**src/rtl/h_initiator.sv**
```systemverilog
// Hash-table initiator: registers client commands into requests, tracks them with credits and
// returns their responses to the client in issue order. Optional statistics: H_INITIATOR_STATS_EN.
// Latency: cmd -> req 1 cycle, rsp_vld -> out_vld 1 cycle. Backpressure: cmd_rdy drops on a full stage, no credit or a CLEAR drain.

package cfg_pkg;
  localparam int K_W = 16;
  localparam int V_W = 32;
endpackage

// Generic synchronous FIFO; the extra pointer bit separates full from empty.
// Latency: a pushed entry is at the head one cycle later, with no fall-through.
// Backpressure: a push while full or a pop while empty is ignored; callers avoid both.
module fifo #(
  parameter int W     = 8,
  parameter int DEPTH = 4
) (
  input  logic         clk,
  input  logic         arst_n,
  input  logic         push_vld,
  input  logic [W-1:0] push_dat,
  input  logic         pop,
  output logic [W-1:0] head_dat,
  output logic         empty,
  output logic         full
);
  localparam int AW = $clog2(DEPTH);

  logic [W-1:0] mem [DEPTH];
  logic [AW:0]  wr_ptr;
  logic [AW:0]  rd_ptr;

  assign empty    = (wr_ptr == rd_ptr);
  assign full     = (wr_ptr[AW] != rd_ptr[AW]) && (wr_ptr[AW-1:0] == rd_ptr[AW-1:0]);
  assign head_dat = mem[rd_ptr[AW-1:0]];

  // Advance the pointers; they wrap naturally modulo 2*DEPTH.
  always_ff @(posedge clk or negedge arst_n) begin
    if (!arst_n) begin
      wr_ptr <= '0;
      rd_ptr <= '0;
    end else begin
      if (push_vld && !full) wr_ptr <= wr_ptr + (AW+1)'(1);
      if (pop && !empty)     rd_ptr <= rd_ptr + (AW+1)'(1);
    end
  end

  // Storage needs no reset: it is only read behind a non-empty flag.
  always_ff @(posedge clk) begin
    if (push_vld && !full) mem[wr_ptr[AW-1:0]] <= push_dat;
  end
endmodule

// Hash-table initiator: single command stage, credit counter, in-flight tag FIFO and response FIFO.
// Latency: cmd -> req 1 cycle, rsp_vld -> out_vld 1 cycle.
// Backpressure: cmd_rdy low on a full stage, with credits exhausted, or while a CLEAR drains/completes.
module h_initiator #(
  parameter int MAX_OUTSTANDING = 4,
  parameter int K_W             = cfg_pkg::K_W,
  parameter int V_W             = cfg_pkg::V_W
) (
  input  logic           clk,
  input  logic           arst_n,
  input  logic           cmd_vld,
  output logic           cmd_rdy,
  input  logic [2:0]     cmd_opcode,
  input  logic [K_W-1:0] cmd_key,
  input  logic [V_W-1:0] cmd_value,
  output logic           req_vld,
  input  logic           req_rdy,
  output logic [2:0]     req_opcode,
  output logic [K_W-1:0] req_key,
  output logic [V_W-1:0] req_value,
  input  logic           rsp_vld,
  input  logic [2:0]     rsp_status,
  input  logic [V_W-1:0] rsp_value,
  output logic           out_vld,
  input  logic           out_rdy,
  output logic [2:0]     out_opcode,
  output logic [2:0]     out_status,
  output logic [V_W-1:0] out_value,
  output logic           busy,
  output logic           err
`ifdef H_INITIATOR_STATS_EN
  ,
  output logic [31:0]    stat_hit,
  output logic [31:0]    stat_miss,
  output logic [31:0]    stat_issue
`endif
);
  localparam logic [2:0] OP_INSERT    = 3'b000;
  localparam logic [2:0] OP_FIND      = 3'b100;
  localparam logic [2:0] OP_CLEAR     = 3'b111;
  localparam logic [2:0] ST_SUCCESS   = 3'b000;
  localparam logic [2:0] ST_NOTFOUND  = 3'b111;

  localparam logic [1:0] S_IDLE       = 2'b00;
  localparam logic [1:0] S_DRAIN      = 2'b01;
  localparam logic [1:0] S_CLEAR_WAIT = 2'b10;

  localparam int             CW    = $clog2(MAX_OUTSTANDING) + 1;
  localparam logic [CW-1:0]  MAX_C = CW'(MAX_OUTSTANDING);
  localparam int             RW    = 6 + V_W;

  logic [1:0]     state_q;
  logic           run_q;
  logic           st_vld_q;
  logic [2:0]     st_op_q;
  logic [K_W-1:0] st_key_q;
  logic [V_W-1:0] st_val_q;
  logic [CW-1:0]  cnt_q;
  logic [CW-1:0]  lcl_cnt_q;
  logic           err_q;

  logic           st_known, credit_ok, drain_hold;
  logic           req_fire, lcl_issue, st_adv, cmd_fire;
  logic           tag_empty, tag_full, head_lcl, rsp_ok, rsp_drop, lcl_done, tag_pop;
  logic [3:0]     tag_head;
  logic           rf_empty, rf_full, out_fire, clear_done;
  logic [RW-1:0]  rf_din, rf_head;

  // Unknown opcodes never reach the table; they are answered locally but still hold a credit
  // and a tag slot so their response stays in issue order.
  assign st_known   = (st_op_q == OP_INSERT) || (st_op_q == OP_FIND) || (st_op_q == OP_CLEAR);
  assign credit_ok  = (cnt_q != MAX_C) && !tag_full;
  assign drain_hold = (state_q == S_DRAIN) && !tag_empty;
  // Real requests wait behind any local tag, so a table response never lands on a local head.
  assign req_vld    = st_vld_q && st_known && credit_ok && !drain_hold && (lcl_cnt_q == '0);
  assign req_fire   = req_vld && req_rdy;
  assign lcl_issue  = st_vld_q && !st_known && credit_ok;
  assign st_adv     = req_fire || lcl_issue;
  assign cmd_rdy    = run_q && (state_q == S_IDLE) && (!st_vld_q || st_adv);
  assign cmd_fire   = cmd_vld && cmd_rdy;

  assign req_opcode = st_op_q;
  assign req_key    = st_key_q;
  assign req_value  = st_val_q;

  fifo #(.W(4), .DEPTH(MAX_OUTSTANDING)) u_tag_fifo (
    .clk      (clk),
    .arst_n   (arst_n),
    .push_vld (st_adv),
    .push_dat ({lcl_issue, st_op_q}),
    .pop      (tag_pop),
    .head_dat (tag_head),
    .empty    (tag_empty),
    .full     (tag_full)
  );

  assign head_lcl   = !tag_empty && tag_head[3];
  assign rsp_drop   = tag_empty || tag_head[3] || rf_full;
  assign rsp_ok     = rsp_vld && !rsp_drop;
  assign lcl_done   = head_lcl && !rsp_vld && !rf_full;
  assign tag_pop    = rsp_ok || lcl_done;
  assign clear_done = rsp_ok && (tag_head[2:0] == OP_CLEAR);
  assign rf_din     = rsp_ok ? {tag_head[2:0], rsp_status, rsp_value}
                             : {tag_head[2:0], ST_NOTFOUND, {V_W{1'b0}}};

  fifo #(.W(RW), .DEPTH(MAX_OUTSTANDING)) u_rsp_fifo (
    .clk      (clk),
    .arst_n   (arst_n),
    .push_vld (tag_pop),
    .push_dat (rf_din),
    .pop      (out_fire),
    .head_dat (rf_head),
    .empty    (rf_empty),
    .full     (rf_full)
  );

  assign out_vld    = !rf_empty;
  assign out_fire   = out_vld && out_rdy;
  assign out_opcode = out_vld ? rf_head[RW-1 -: 3]  : 3'b000;
  assign out_status = out_vld ? rf_head[V_W+2 -: 3] : 3'b000;
  assign out_value  = out_vld ? rf_head[V_W-1:0]    : {V_W{1'b0}};

  assign busy = (state_q != S_IDLE) || (cnt_q != '0) || st_vld_q;
  assign err  = err_q;

  // Command stage: load on accept, empty once issued to the table or answered locally.
  always_ff @(posedge clk or negedge arst_n) begin
    if (!arst_n) begin
      st_vld_q <= 1'b0;
      st_op_q  <= 3'b000;
      st_key_q <= '0;
      st_val_q <= '0;
    end else if (cmd_fire) begin
      st_vld_q <= 1'b1;
      st_op_q  <= cmd_opcode;
      st_key_q <= cmd_key;
      st_val_q <= cmd_value;
    end else if (st_adv) begin
      st_vld_q <= 1'b0;
    end
  end

  // Credits span issue until the client takes the response; local tags are counted separately.
  always_ff @(posedge clk or negedge arst_n) begin
    if (!arst_n) begin
      cnt_q     <= '0;
      lcl_cnt_q <= '0;
    end else begin
      case ({st_adv, out_fire})
        2'b10:   cnt_q <= cnt_q + CW'(1);
        2'b01:   cnt_q <= cnt_q - CW'(1);
        default: cnt_q <= cnt_q;
      endcase
      case ({lcl_issue, lcl_done})
        2'b10:   lcl_cnt_q <= lcl_cnt_q + CW'(1);
        2'b01:   lcl_cnt_q <= lcl_cnt_q - CW'(1);
        default: lcl_cnt_q <= lcl_cnt_q;
      endcase
    end
  end

  // CLEAR sequencing: drain outstanding tags, issue CLEAR, wait for its response.
  always_ff @(posedge clk or negedge arst_n) begin
    if (!arst_n) begin
      state_q <= S_IDLE;
    end else begin
      case (state_q)
        S_IDLE:       if (cmd_fire && (cmd_opcode == OP_CLEAR)) state_q <= S_DRAIN;
        S_DRAIN:      if (req_fire) state_q <= S_CLEAR_WAIT;
        S_CLEAR_WAIT: if (clear_done) state_q <= S_IDLE;
        default:      state_q <= S_IDLE;
      endcase
    end
  end

  // run_q holds cmd_rdy low until the first edge after reset; err latches unmatched responses.
  always_ff @(posedge clk or negedge arst_n) begin
    if (!arst_n) begin
      run_q <= 1'b0;
      err_q <= 1'b0;
    end else begin
      run_q <= 1'b1;
      if (rsp_vld && rsp_drop) err_q <= 1'b1;
    end
  end

`ifdef H_INITIATOR_STATS_EN
  // Saturating counters; a CLEAR response wipes them.
  always_ff @(posedge clk or negedge arst_n) begin
    if (!arst_n) begin
      stat_hit   <= '0;
      stat_miss  <= '0;
      stat_issue <= '0;
    end else if (clear_done) begin
      stat_hit   <= '0;
      stat_miss  <= '0;
      stat_issue <= '0;
    end else begin
      if (req_fire && (stat_issue != 32'hFFFF_FFFF)) stat_issue <= stat_issue + 32'd1;
      if (out_fire && (out_opcode == OP_FIND)) begin
        if ((out_status == ST_SUCCESS) && (stat_hit != 32'hFFFF_FFFF))
          stat_hit <= stat_hit + 32'd1;
        else if ((out_status == ST_NOTFOUND) && (stat_miss != 32'hFFFF_FFFF))
          stat_miss <= stat_miss + 32'd1;
      end
    end
  end
`endif
endmodule

```
**config.mk**
```make
export PLATFORM = sky130hd
export DESIGN_NAME = h_initiator
export DESIGN_NICKNAME = d
export VERILOG_FILES = /design/src/rtl/h_initiator.sv
export SDC_FILE = /design/constraint.sdc
export NUM_CORES = 1
export LEC_CHECK = 0
export ABC_CLOCK_PERIOD_IN_PS = 5830
export CAP_MARGIN = 20
export CORE_MARGIN = 3
export CORE_UTILIZATION = 61
export DETAILED_ROUTE_END_ITERATION = 8
export DONT_BUFFER_PORTS = 1
export GPL_ROUTABILITY_DRIVEN = 0
export GPL_TIMING_DRIVEN = 0
export MAX_ROUTING_LAYER = met4
export PLACE_DENSITY = 0.82
export REMOVE_ABC_BUFFERS = 1
export SYNTH_ARGS = -nofsm -noshare
export SYNTH_HDL_FRONTEND = slang
export SYNTH_SLANG_ARGS = --single-unit
```
**constraint.sdc**
```tcl
create_clock -name clk -period 5.83 [get_ports clk]
set_input_delay 1.166 -clock clk [delete_from_list [all_inputs] [get_ports clk]]
set_output_delay 1.166 -clock clk [all_outputs]
set_load 0.02 [all_outputs]
```
* Yosys cells after proc, flatten, opt, wreduce, memory -nomap -nowiden
Memories as Yosys holds them, arrays and structs flattened.
Index checks and enable logic that the tools add are counted.
** Storage, ports and cells
- Bits in registers :: 74
- Memory bits (writable) :: 168
- Input bits :: 92
- Output and inout bits :: 94
- Memories kept :: 2
** Operators by class
- $add $sub $neg :: 8
- Equality and inequality tests :: 20
- Mux-type cells :: 16
- Reduce and logical (&&, ||, !) cells :: 53
** Memories
- u_rsp_fifo.mem :: depth 4, bits a word 38, rd ports 1, clocked after Yosys merged registers in 0, wr ports 1, line 28 : logic [W-1:0] mem [DEPTH];
- u_tag_fifo.mem :: depth 4, bits a word 4, rd ports 1, clocked after Yosys merged registers in 0, wr ports 1, line 28
** Operators with widths (number)
- two-way mux 35 bit :: 1
- two-way mux 32 bit :: 1
- logical AND 1 bit :: 26
- adder 3 x 1 -> 3 bit (second input constant) :: 6
- equality test 3 bit (second input constant) :: 4
- one-hot mux 3 bit (2 select lines) :: 2
- zero test 1 bit :: 9
- logical OR 1 bit :: 9
- nonzero test 2 bit :: 4
- equality test 2 x 1 -> 1 bit (second input constant) :: 3
- equality test 2 bit (second input constant) :: 3
- equality test 3 bit :: 2
- zero test 3 bit :: 2
- two-way mux 1 bit :: 6
- two-way mux 2 bit :: 3
- two-way mux 3 bit :: 2
- one-hot mux 2 bit (3 select lines) :: 1
- subtractor 3 x 1 -> 3 bit (second input constant) :: 2
- equality test 2 bit :: 2
- inequality test 2 bit (second input constant) :: 2
- inequality test 3 bit (second input constant) :: 1
- AND reduction 3 bit :: 1
- nonzero test 3 bit :: 1
- zero test 2 bit :: 1
- 2 further kinds :: 3

* Longest topological paths before layout
Gate-level depths: netlist (run 1).
- Depth after elaboration :: 15
- Depth in mapped cells :: 11
- Depth with buffers taken out :: 10

* Cells and area by module
A second synthesis (run 1) with hierarchy kept.
** Second synthesis, totals
- Cells, all modules :: 580
- Area, all modules :: 10411.2 sq um
** Modules (own cells, without submodules)
- fifo at u_rsp_fifo :: times used 1, cells each 251, area an instance 6013.3 sq um, seq. area each 4714.5 sq um
- h_initiator :: times used 1, cells each 259, area an instance 3294.4 sq um, seq. area each 1551.5 sq um
- fifo at u_tag_fifo :: times used 1, cells each 70, area an instance 1103.6 sq um, seq. area each 630.6 sq um

* Least setup slack after synthesis (run 1)
No wires, ideal clock.
- Path type :: input-to-output
- Start point :: input port req_rdy
- End point :: output port cmd_rdy
- Data arrival time :: 1.932 ns
- Path slack :: 2.732 ns
- Cell stages on the path :: 3
- Path through :: inv_1 > nor4_2 > o211a_1
** Between the ends
- Word-level cells in the longest chain between the ends :: 4
** Ends and longest elaborated chain
- start: declaration :: line 69 : input logic req_rdy,
- logical AND 1 bit :: line 128 : assign req_fire = req_vld && req_rdy;
- logical OR 1 bit :: line 130 : assign st_adv = req_fire || lcl_issue;
- logical OR 1 bit :: line 131 : assign cmd_rdy = run_q && (state_q == S_IDLE) && (!st_vld_q || st_adv);
- logical AND 1 bit :: line 131
- end: declaration :: line 64 : output logic cmd_rdy,
No other way between the ends.

* Final worst setup path (run 1)
- Start point :: register u_rsp_fifo.rd_ptr[0]
- End point :: output port out_opcode[0]
** Between the ends
- Word-level cells in the longest chain between the ends :: 2
- Elaborated cells on any way between the ends :: 3
- Those cells by class :: 1 x eq/ne; 1 x mux; 1 x memory
** Ends and longest elaborated chain
- start: declaration :: line 30 : logic [AW:0] rd_ptr;
- start signal: assignment :: line 43 : if (pop && !empty) rd_ptr <= rd_ptr + (AW+1)'(1);
- memory read (4 x 38 bit) / equality test 3 bit (equally long branches)
- two-way mux 3 bit (*) :: line 171 : assign out_opcode = out_vld ? rf_head[RW-1 -: 3] : 3'b000;
- end: declaration :: line 78 : output logic [2:0] out_opcode,
Mark *: on every way between the ends. The rest lies on a longest branch, timed or not.

==> results of run 1 <==
-- sequential cells by signal, summed over array words and instances, names as in the netlist, 16 cells and up --
name and count:
u_rsp_fifo.mem 152, u_tag_fifo.mem 16, req_key 16, req_value 32
-- layout make-up --
cell class,instances,area (sq um),share of cell area [%]
sequential,242,6900,61.3
multi-input combinational,259,2970,26.4
clock inverter,11,120,1.07
timing repair buffer,10,201,1.79
clock buffer,33,726,6.45
inverter,14,52.6,0.467
tap,216,270,2.40
antenna,3,7.51,0.0667
-- cell usage after synthesis, types with 2 or more instances --
library cell	n	area [sq um]
and2_1	76	475
and3_1	2	12.5
buf_1	3	11.3
buf_2	3	15.0
buf_6	5	56.3
clkbuf_1	10	37.5
dfrtp_1	74	1850
edfxtp_1	168	5040
fa_1	2	40.0
ha_1	12	150
inv_1	14	52.6
mux2_1	2	22.5
mux2_2	2	22.5
mux2_4	50	751
mux2i_1	2	20.0
mux4_2	42	946
nand2_1	6	22.5
nand2b_1	6	37.5
nand3_1	2	10.0
nor2_1	5	18.8
nor2b_1	3	18.8
o21ai_0	3	15.0
xnor2_1	12	105
xor2_1	10	87.6
-- metal layers --
| layer | track usage, % | vias to the layer above | wire (um) |
|---|---|---|---|
| met5 | - | - | 0 |
| met4 | 4.81 | 0 | 313 |
| met3 | 4.91 | 31 | 1360 |
| met2 | 34.1 | 202 | 9280 |
| met1 | 26.3 | 2429 | 7060 |
| li1 | - | 2043 | - |
-- worst max-delay path, stage by stage (launching register included) --
cell and delay [ns]:
dfrtp_4 0.95, xor2_1 0.23, nor2_1 0.06, nand2_1 0.48, buf_16 0.24, and2_1 0.32
-- through the flow --
| step | utilization, % | instances | hold slack [ns] | total power [mW] |
|---|---|---|---|---|
| 2_1_floorplan | - | 515 | 0.443 | 5.49 |
| 3_3_place_gp | 63.6 | 731 | 0.462 | 6.02 |
| 3_5_place_dp | 65.0 | 741 | 0.465 | 6.28 |
| 4_1_cts | 70.3 | 785 | 0.340 | 7.90 |
| 5_1_grt | 70.3 | 786 | 0.332 | 8.20 |
| 6_report | 70.3 | 788 | 0.360 | 7.79 |
-- report_power, final --
part           internal [mW]  leakage, nW  switching, mW
Sequential              2.73         2.43          0.677
Clock                  0.966        0.413          0.616
Combinational           1.25         1.45           1.55
-- final timing paths --
kind / startpoint / to / slack [ns] / depth (start not counted)
min reg2reg: lcl_cnt_q[2] / lcl_cnt_q[2] / 0.48 / 1
max reg2reg: u_rsp_fifo.rd_ptr[0] / cnt_q[2] / 2.59 / 10
min: arst_n / req_opcode[2] / 0.36 / 0
max: u_rsp_fifo.rd_ptr[0] / out_opcode[0] / 1.87 / 5
min in group clk: lcl_cnt_q[2] / lcl_cnt_q[2] / 0.48 / 1
max in group asynchronous: arst_n / u_rsp_fifo.rd_ptr[1] / 5.38 / 0
-- logic make-up after synthesis --
kind of cell	after synthesis	synth area share [%]
flops	242	68.7
fa+ha+maj	14	1.90
mux	98	17.6
simple gates	111	6.93
compound gates	13	1.13
xor+xnor	22	1.92
buf+inv	36	1.80
other cells	1	0.0374
==> results.py, run 1 <==
metrics = {
    "synthesis": {
        "synthCells": 537,
        "synth_edf_count": 168,
        "ys_types": 47,
        "yosysSeqAreaShare_pct": 68.7,
        "synthFlopType": "edfxtp_1",
        "yosysWarningCount": 0,
        "syn_area_sq_mm": 0.0100,
        "syn_avg_cell_area_sq_um": 18.7,
        "synth-async-reset-ratio_pct": 30.6,
        "ys_seq_elements": 242,
    },
    "layout": {
        "fill_cells": 985,
        "final_layout_size_suffix_gt1_share_pct": 27.8,
        "area_growth_pct": 12.1,
        "layout_common_cells": "edfxtp_1 (168), and2_1 (72), dfrtp_1 (72), mux2_4 (50), mux4_2 (42)",
        "nNetsFinal": 657,
        "final_common_cell": "edfxtp_1",
        "finalInstanceArea_sq_mm": 0.0113,
    },
    "flow_run": {
        "max-cap-violations": 0,
    },
    "timing": {
        "clock.fmax_mhz": 252,
        "slew_violations": 0,
        "hold_viol_final": 0,
        "min_period_ns": 3.96,
        "setup_slack_ns": 1.87,
        "tns_ns": 0,
        "maxSlewHeadroom_pct": 46.1,
        "rsz0062_at_grt": "false",
        "setup_viol": 0,
        "worst_pin_slew_ns": 0.808,
        "fin_skew_ns": 0.00806,
        "post-route-period-util_pct": 68.0,
    },
    "power": {
        "p_per_area_mw_per_mm2": 692,
        "p_leak_nw": 4.29,
        "ir_worst_vdd_mv": 0.373,
    },
    "clock_tree": {
        "cts_num_sinks": 242,
        "cts_resized": 0,
        "clkSlewWorstSetupHoldPaths_ns": 0.06,
        "root_buffer": "clkbuf_16",
        "cts_hold_buf": 0,
        "htreeDepth": 1,
        "cts_setup_buffers": 0,
        "cts_buffers": 24,
        "ctsLongestPathBuffers": 3,
        "clk-insertion-delay-late_ns": 0.49,
        "cts_tree": "done",
    },
    "global_routing": {
        "grt_use_total_pct": 20.6,
        "antenna_found_initial": 1,
        "grt_pass1_vias": 5192,
        "grt_pass1_wl_um": 28300,
        "grt_start_max_net_pins": 75,
        "grt_overflow_total": 0,
    },
    "worst_hold_path": {
        "worstHoldPathType": "input pin to asynchronous set/reset pin",
    },
    "floorplanning": {
        "die_x_um": 134,
        "rows": 46,
        "start_util_pct": 62.7,
        "die_y_um": 134,
        "die_area_sq_mm": 0.0180,
        "core-area_sq_mm": 0.0160,
        "design.portCount": 186,
    },
    "setup_path": {
        "path_max_fanout": 41,
        "start_kind": "register",
        "critical_path_arrival_ns": 2.80,
        "path_class": "register to output port",
        "cp-end-kind": "output port",
        "required_ns": 4.66,
    },
    "drt": {
        "wl_per_cell_um": 22.9,
        "drc": 0,
        "antenna_left": 0,
        "via_per_inst": 5.97,
        "finalWirelength_um": 18000,
        "vias": 4705,
        "firstDrtPassIters": 4,
        "drt_iter0_markers": 219,
    },
    "place": {
        "place_ws_ns": 2.27,
        "dp_hpwl_um": 11700,
        "io_buffers": 0,
        "placed_area_sq_mm": 0.0104,
    },
    "outcome": {
        "status": "finished, final reports clean",
    },
}
Power figures use the tool's default switching activity.
==> run 2: changes to the inputs <==
ABC_CLOCK_PERIOD_IN_PS = 4100   (was 5830)
clock period = 4.1 ns   (was 5.83 ns; I/O delays follow)
==> run 2 against run 1 <==
Clock power rose by 42%. Sequential share of layout area fell by 0.19 points. Power rose by 42%. Critical endpoint unchanged.
==> results.py, run 2 (synthesis results as in run 1) <==
metrics = {
    "outcome": {
        "status": "finished, final reports clean",
    },
    "drt": {
        "wl_per_cell_um": 23.0,
        "antenna_left": 0,
        "drc": 0,
        "via_per_inst": 5.94,
        "finalWirelength_um": 18100,
        "drt_iter0_markers": 253,
        "firstDrtPassIters": 4,
        "vias": 4689,
    },
    "place": {
        "dp_hpwl_um": 11700,
        "place_ws_ns": 0.714,
        "io_buffers": 0,
    },
    "global_routing": {
        "grt_use_met3_pct": 4.91,
        "grt_overflow_total": 0,
        "antenna_found_initial": 1,
        "grt_use_total_pct": 20.8,
        "grt_util_met2_pct": 34.5,
        "grtUsageMet1_pct": 26.5,
        "grt_pass1_wl_um": 28500,
        "top_usage_layer": "met2",
        "grt_start_max_net_pins": 58,
        "grt_pass1_vias": 5216,
    },
    "timing": {
        "setup_viol": 0,
        "min_period_ns": 3.63,
        "setup_slack_ns": 0.475,
        "clock.fmax_mhz": 276,
        "worst_pin_slew_ns": 0.815,
        "maxSlewHeadroom_pct": 45.7,
        "fin_skew_ns": 0.00816,
        "post-route-period-util_pct": 88.4,
        "slew_violations": 0,
        "hold_viol_final": 0,
        "rsz0062_at_grt": "false",
    },
    "clock_tree": {
        "ctsLongestPathBuffers": 3,
        "cts_tree": "done",
        "root_buffer": "clkbuf_16",
        "cts_buffers": 24,
        "clk-insertion-delay-late_ns": 0.50,
        "cts_num_sinks": 242,
        "htreeDepth": 1,
        "clkSlewWorstSetupHoldPaths_ns": 0.06,
    },
    "layout": {
        "final_layout_size_suffix_gt1_share_pct": 27.8,
        "final_common_cell": "edfxtp_1",
        "area_growth_pct": 12.5,
        "nNetsFinal": 659,
        "layout_common_cells": "edfxtp_1 (168), and2_1 (72), dfrtp_1 (72), mux2_4 (50), mux4_2 (42)",
        "largest_reg_flops": 152,
        "fill_cells": 981,
        "final_core_util_pct": 70.5,
    },
    "power": {
        "p_per_area_mw_per_mm2": 984,
        "seq_power_share_pct": 43.6,
        "total_power_mw": 11.1,
        "combinationalPowerShare_pct": 36.1,
        "p_leak_nw": 4.31,
        "p_int_mw": 7.04,
        "switchingPower_mw": 4.06,
        "switching_share_pct": 36.6,
        "pwr-share-clk_pct": 20.3,
        "ir_worst_vdd_mv": 0.532,
    },
    "floorplanning": {
        "die_x_um": 134,
        "core-area_sq_mm": 0.0160,
        "die_y_um": 134,
        "rows": 46,
        "start_util_pct": 62.7,
        "die_area_sq_mm": 0.0180,
        "design.portCount": 186,
    },
    "setup_path": {
        "required_ns": 3.28,
        "start_kind": "register",
        "critical_path_arrival_ns": 2.81,
        "reg2regPathDepth": 10,
        "path_class": "register to output port",
        "cp-end-kind": "output port",
        "path_max_fanout": 41,
    },
    "flow_run": {
        "max-cap-violations": 0,
    },
    "worst_hold_path": {
        "worstHoldPathType": "input pin to asynchronous set/reset pin",
    },
}
run 2: cell count changes in the layout (fill, tap and decap cells not counted):
cell,before,now
diode_2,3,2
dlygate4sd3_1,0,1
buf_16,2,3
run 2: area by class of cell:
class	instances	area, sq um	share of cell area (%)
Clock buffer	33	726	6.43
Tap cell	216	270	2.39
Sequential cell	242	6900	61.2
Clock inverter	11	120	1.06
Timing Repair Buffer	12	239	2.12
Inverter	14	52.6	0.466
Multi-Input combinational cell	259	2970	26.3
Antenna cell	2	5.00	0.0443
run 2: final timing paths:
check | to | from | slack, ns
min in group clk | err | rsp_vld | 0.46
setup / recovery | out_opcode[0] | u_rsp_fifo.rd_ptr[0] | 0.47
max in group asynchronous | u_tag_fifo.wr_ptr[1] | arst_n | 2.74
hold reg to reg | lcl_cnt_q[2] | lcl_cnt_q[2] | 0.48
hold / removal | err | arst_n | 0.19
setup reg to reg | cnt_q[2] | u_rsp_fifo.rd_ptr[0] | 0.84
run 2: timing repair:
item / in CTS / in global routing
hold endpoints to repair: 57 / 0
setup buffers: 0 / 0
resized for setup: 0 / 0
hold buffers: 2 / 0
run 2: per-stage QoR:
stage	cells	cell area (sq um)	hold slack, ns	setup TNS [ns]
floorplan	515	9910	0.443	0
global placement	731	10200	0.462	-454.53
detailed placement	741	10400	0.465	0
CTS	787	11300	0.183	0
global route	788	11300	0.185	0
finish	789	11300	0.189	0
run 2: power groups by stage:
stage	Combinational [mW]	Sequential, mW	Clock (mW)
5_1_grt	4.33	4.97	2.39
3_3_place_gp	3.65	4.91	0
6_report	4.01	4.84	2.25
2_1_floorplan	3.10	4.71	0
4_1_cts	4.08	4.87	2.30
3_5_place_dp	4.04	4.89	0
run 2: worst max-delay path, stage by stage, from the launching register on:
cell     delay [ns]
dfrtp_4        0.96
xor2_1         0.23
nor2_1         0.06
nand2_1        0.49
buf_16         0.24
and2_1         0.32
run 2: routing by layer:
metal	share of wire, %	vias up
met5	0	-
met4	1.7	0
met3	7.0	31
met2	52	181
met1	39	2425
li1	-	2052
==> run 3: changes to the inputs <==
--- a/config.mk
+++ b/config.mk
@@ -7,6 +7,6 @@
 export LEC_CHECK = 0
-export ABC_CLOCK_PERIOD_IN_PS = 4100
+export ABC_CLOCK_PERIOD_IN_PS = 4400
 export CAP_MARGIN = 20
 export CORE_MARGIN = 3
-export CORE_UTILIZATION = 61
+export CORE_UTILIZATION = 25
 export DETAILED_ROUTE_END_ITERATION = 8
@@ -16,3 +16,3 @@
 export MAX_ROUTING_LAYER = met4
-export PLACE_DENSITY = 0.82
+export PLACE_DENSITY = 0.43
 export REMOVE_ABC_BUFFERS = 1
==> constraint.sdc (replaced) <==
create_clock -name clk -period 4.4 [get_ports clk]
set_input_delay 0.66 -clock clk [delete_from_list [all_inputs] [get_ports clk]]
set_output_delay 0.66 -clock clk [all_outputs]
set_load 0.02 [all_outputs]
==> run 3 against run 2 <==
Non-clock buffer count is 1 higher. Combinational power is 2% lower. Cell area is 4.5% higher. Critical path depth is 1 lower. Clock-buffer cell count is 15 higher. Utilization is 40 points lower. Global-route usage is 11 points lower. Largest cell class unchanged. Largest power group unchanged.
==> results.py, run 3 (synthesis results as in run 1) <==
metrics = {
    "layout": {
        "instances_no_fill": 1099,
        "final_common_cell": "edfxtp_1",
        "layout_common_cells": "edfxtp_1 (168), and2_1 (72), dfrtp_1 (72), mux2_4 (50), mux4_2 (42)",
        "final_layout_size_suffix_gt1_share_pct": 27.8,
        "area_growth_pct": 17.5,
        "largest_reg_flops": 152,
        "nNetsFinal": 664,
    },
    "clock_tree": {
        "cts_hold_buf": 2,
        "cts_resized": 0,
        "clkSlewWorstSetupHoldPaths_ns": 0.06,
        "cts_setup_buffers": 0,
        "cts_tree": "done",
        "ctsLongestPathBuffers": 3,
        "htreeDepth": 1,
        "root_buffer": "clkbuf_16",
        "clk-insertion-delay-late_ns": 0.54,
        "cts_num_sinks": 242,
        "cts_buffers": 28,
    },
    "outcome": {
        "status": "finished, final reports clean",
    },
    "timing": {
        "slew_violations": 0,
        "worst_pin_slew_ns": 0.811,
        "maxSlewHeadroom_pct": 45.7,
        "setup_viol": 0,
        "rsz0062_at_grt": "false",
        "min_period_ns": 3.43,
        "clock.fmax_mhz": 292,
        "fin_skew_ns": 0.0141,
        "hold_slack_ns": 0.254,
        "tns_ns": 0,
        "hold_viol_final": 0,
        "setup_slack_ns": 0.973,
        "post-route-period-util_pct": 77.9,
    },
    "setup_path": {
        "timing.rr.start": "req_opcode[0]",
        "r2r_slack_ns": 1.37,
        "path_max_fanout": 8,
        "reg2regPathDepth": 10,
        "critical_path_arrival_ns": 2.77,
        "required_ns": 3.74,
        "path_class": "register to output port",
        "start_kind": "register",
        "cp-end-kind": "output port",
        "regToRegEndpoint": "cnt_q[2]",
    },
    "global_routing": {
        "grt_start_max_net_pins": 75,
        "grt_pass1_wl_um": 31600,
        "grt_use_total_pct": 10.1,
        "antenna_found_initial": 1,
        "grt_pass1_vias": 5306,
        "grt_overflow_total": 0,
    },
    "floorplanning": {
        "design.portCount": 186,
        "start_util_pct": 25.6,
        "rows": 72,
        "die_y_um": 206,
        "core-area_sq_mm": 0.0392,
        "die_x_um": 206,
        "die_area_sq_mm": 0.0426,
    },
    "drt": {
        "firstDrtPassIters": 4,
        "via_per_inst": 4.25,
        "drc": 0,
        "antenna_left": 0,
        "drt_iter0_markers": 180,
        "vias": 4675,
        "wl_per_cell_um": 19.1,
        "finalWirelength_um": 21000,
    },
    "place": {
        "io_buffers": 0,
        "dp_hpwl_um": 13700,
        "dp_cells": 1044,
        "place_ws_ns": 1.29,
    },
    "power": {
        "p_leak_nw": 4.37,
        "p_per_area_mw_per_mm2": 905,
        "ir_worst_vdd_mv": 0.377,
    },
    "flow_run": {
        "max-cap-violations": 0,
    },
    "worst_hold_path": {
        "min_delay_path_depth": 1,
        "hp-start": "cmd_key[15]",
        "worstHoldPathType": "input pin to register",
        "worstHoldEndpoint": "req_key[15]",
    },
}
[run 3: cell types whose count changed in the layout (fill, tap and decap cells not counted), sizes merged]
cell      change
buf           +1
bufinv        -1
clkbuf       +15
clkinv        -3
clkinvlp      -2
diode         -1
inv           -1
[run 3: how the worst max path moves through the flow]
stage	from	endpoint	slack [ns]	depth (start not counted)
global placement	u_rsp_fifo.rd_ptr[0]	u_rsp_fifo.mem[2][34]	-2.51	4
CTS	req_opcode[0]	cmd_rdy	0.89	4
finish	req_opcode[0]	cmd_rdy	0.97	4
detailed placement	u_rsp_fifo.rd_ptr[1]	cnt_q[2]	1.29	12
floorplan	u_rsp_fifo.rd_ptr[0]	u_rsp_fifo.mem[3][0]	0.51	4
global route	req_opcode[0]	cmd_rdy	0.75	4
[run 3: critical path: stages, from the launching register on]
cell and delay (ns):
dfrtp_1 0.56, or2_2 0.38, a2111o_1 0.48, nor4_2 0.44, o211a_1 0.36
[run 3: cell type report]
cell class | instances | area [sq um]
timing repair buffer | 13 | 255
antenna | 1 | 2.50
sequential | 242 | 6900
clock buffer | 48 | 912
tap | 518 | 648
multi-input combinational | 259 | 2970
inverter | 14 | 52.6
fill | 3855 | 27400
clock inverter | 4 | 48.8
[run 3: through the flow]
stage / cell area, sq um / utilization, % / total power [mW]
after floorplan: 9910 / - / 7.27
after global placement: 10600 / 26.9 / 8.24
after detailed placement: 10800 / 27.5 / 8.50
after CTS: 11800 / 30.1 / 10.9
after global routing: 11800 / 30.1 / 11.3
final: 11800 / 30.1 / 10.7
[run 3: where the power goes]
part	internal, mW	switching, mW
combinational	1.68	2.26
clock	1.46	0.872
sequential	3.62	0.784
[run 3: per-layer routing]
layer	share of wire, %	wire length, um	track usage (%)	vias to the layer above
li1	-	-	-	2061
met1	41	8510	12.1	2380
met5	0	0	-	-
met3	8.3	1750	2.55	37
met2	48	10200	16.7	197
met4	2.7	570	3.32	0
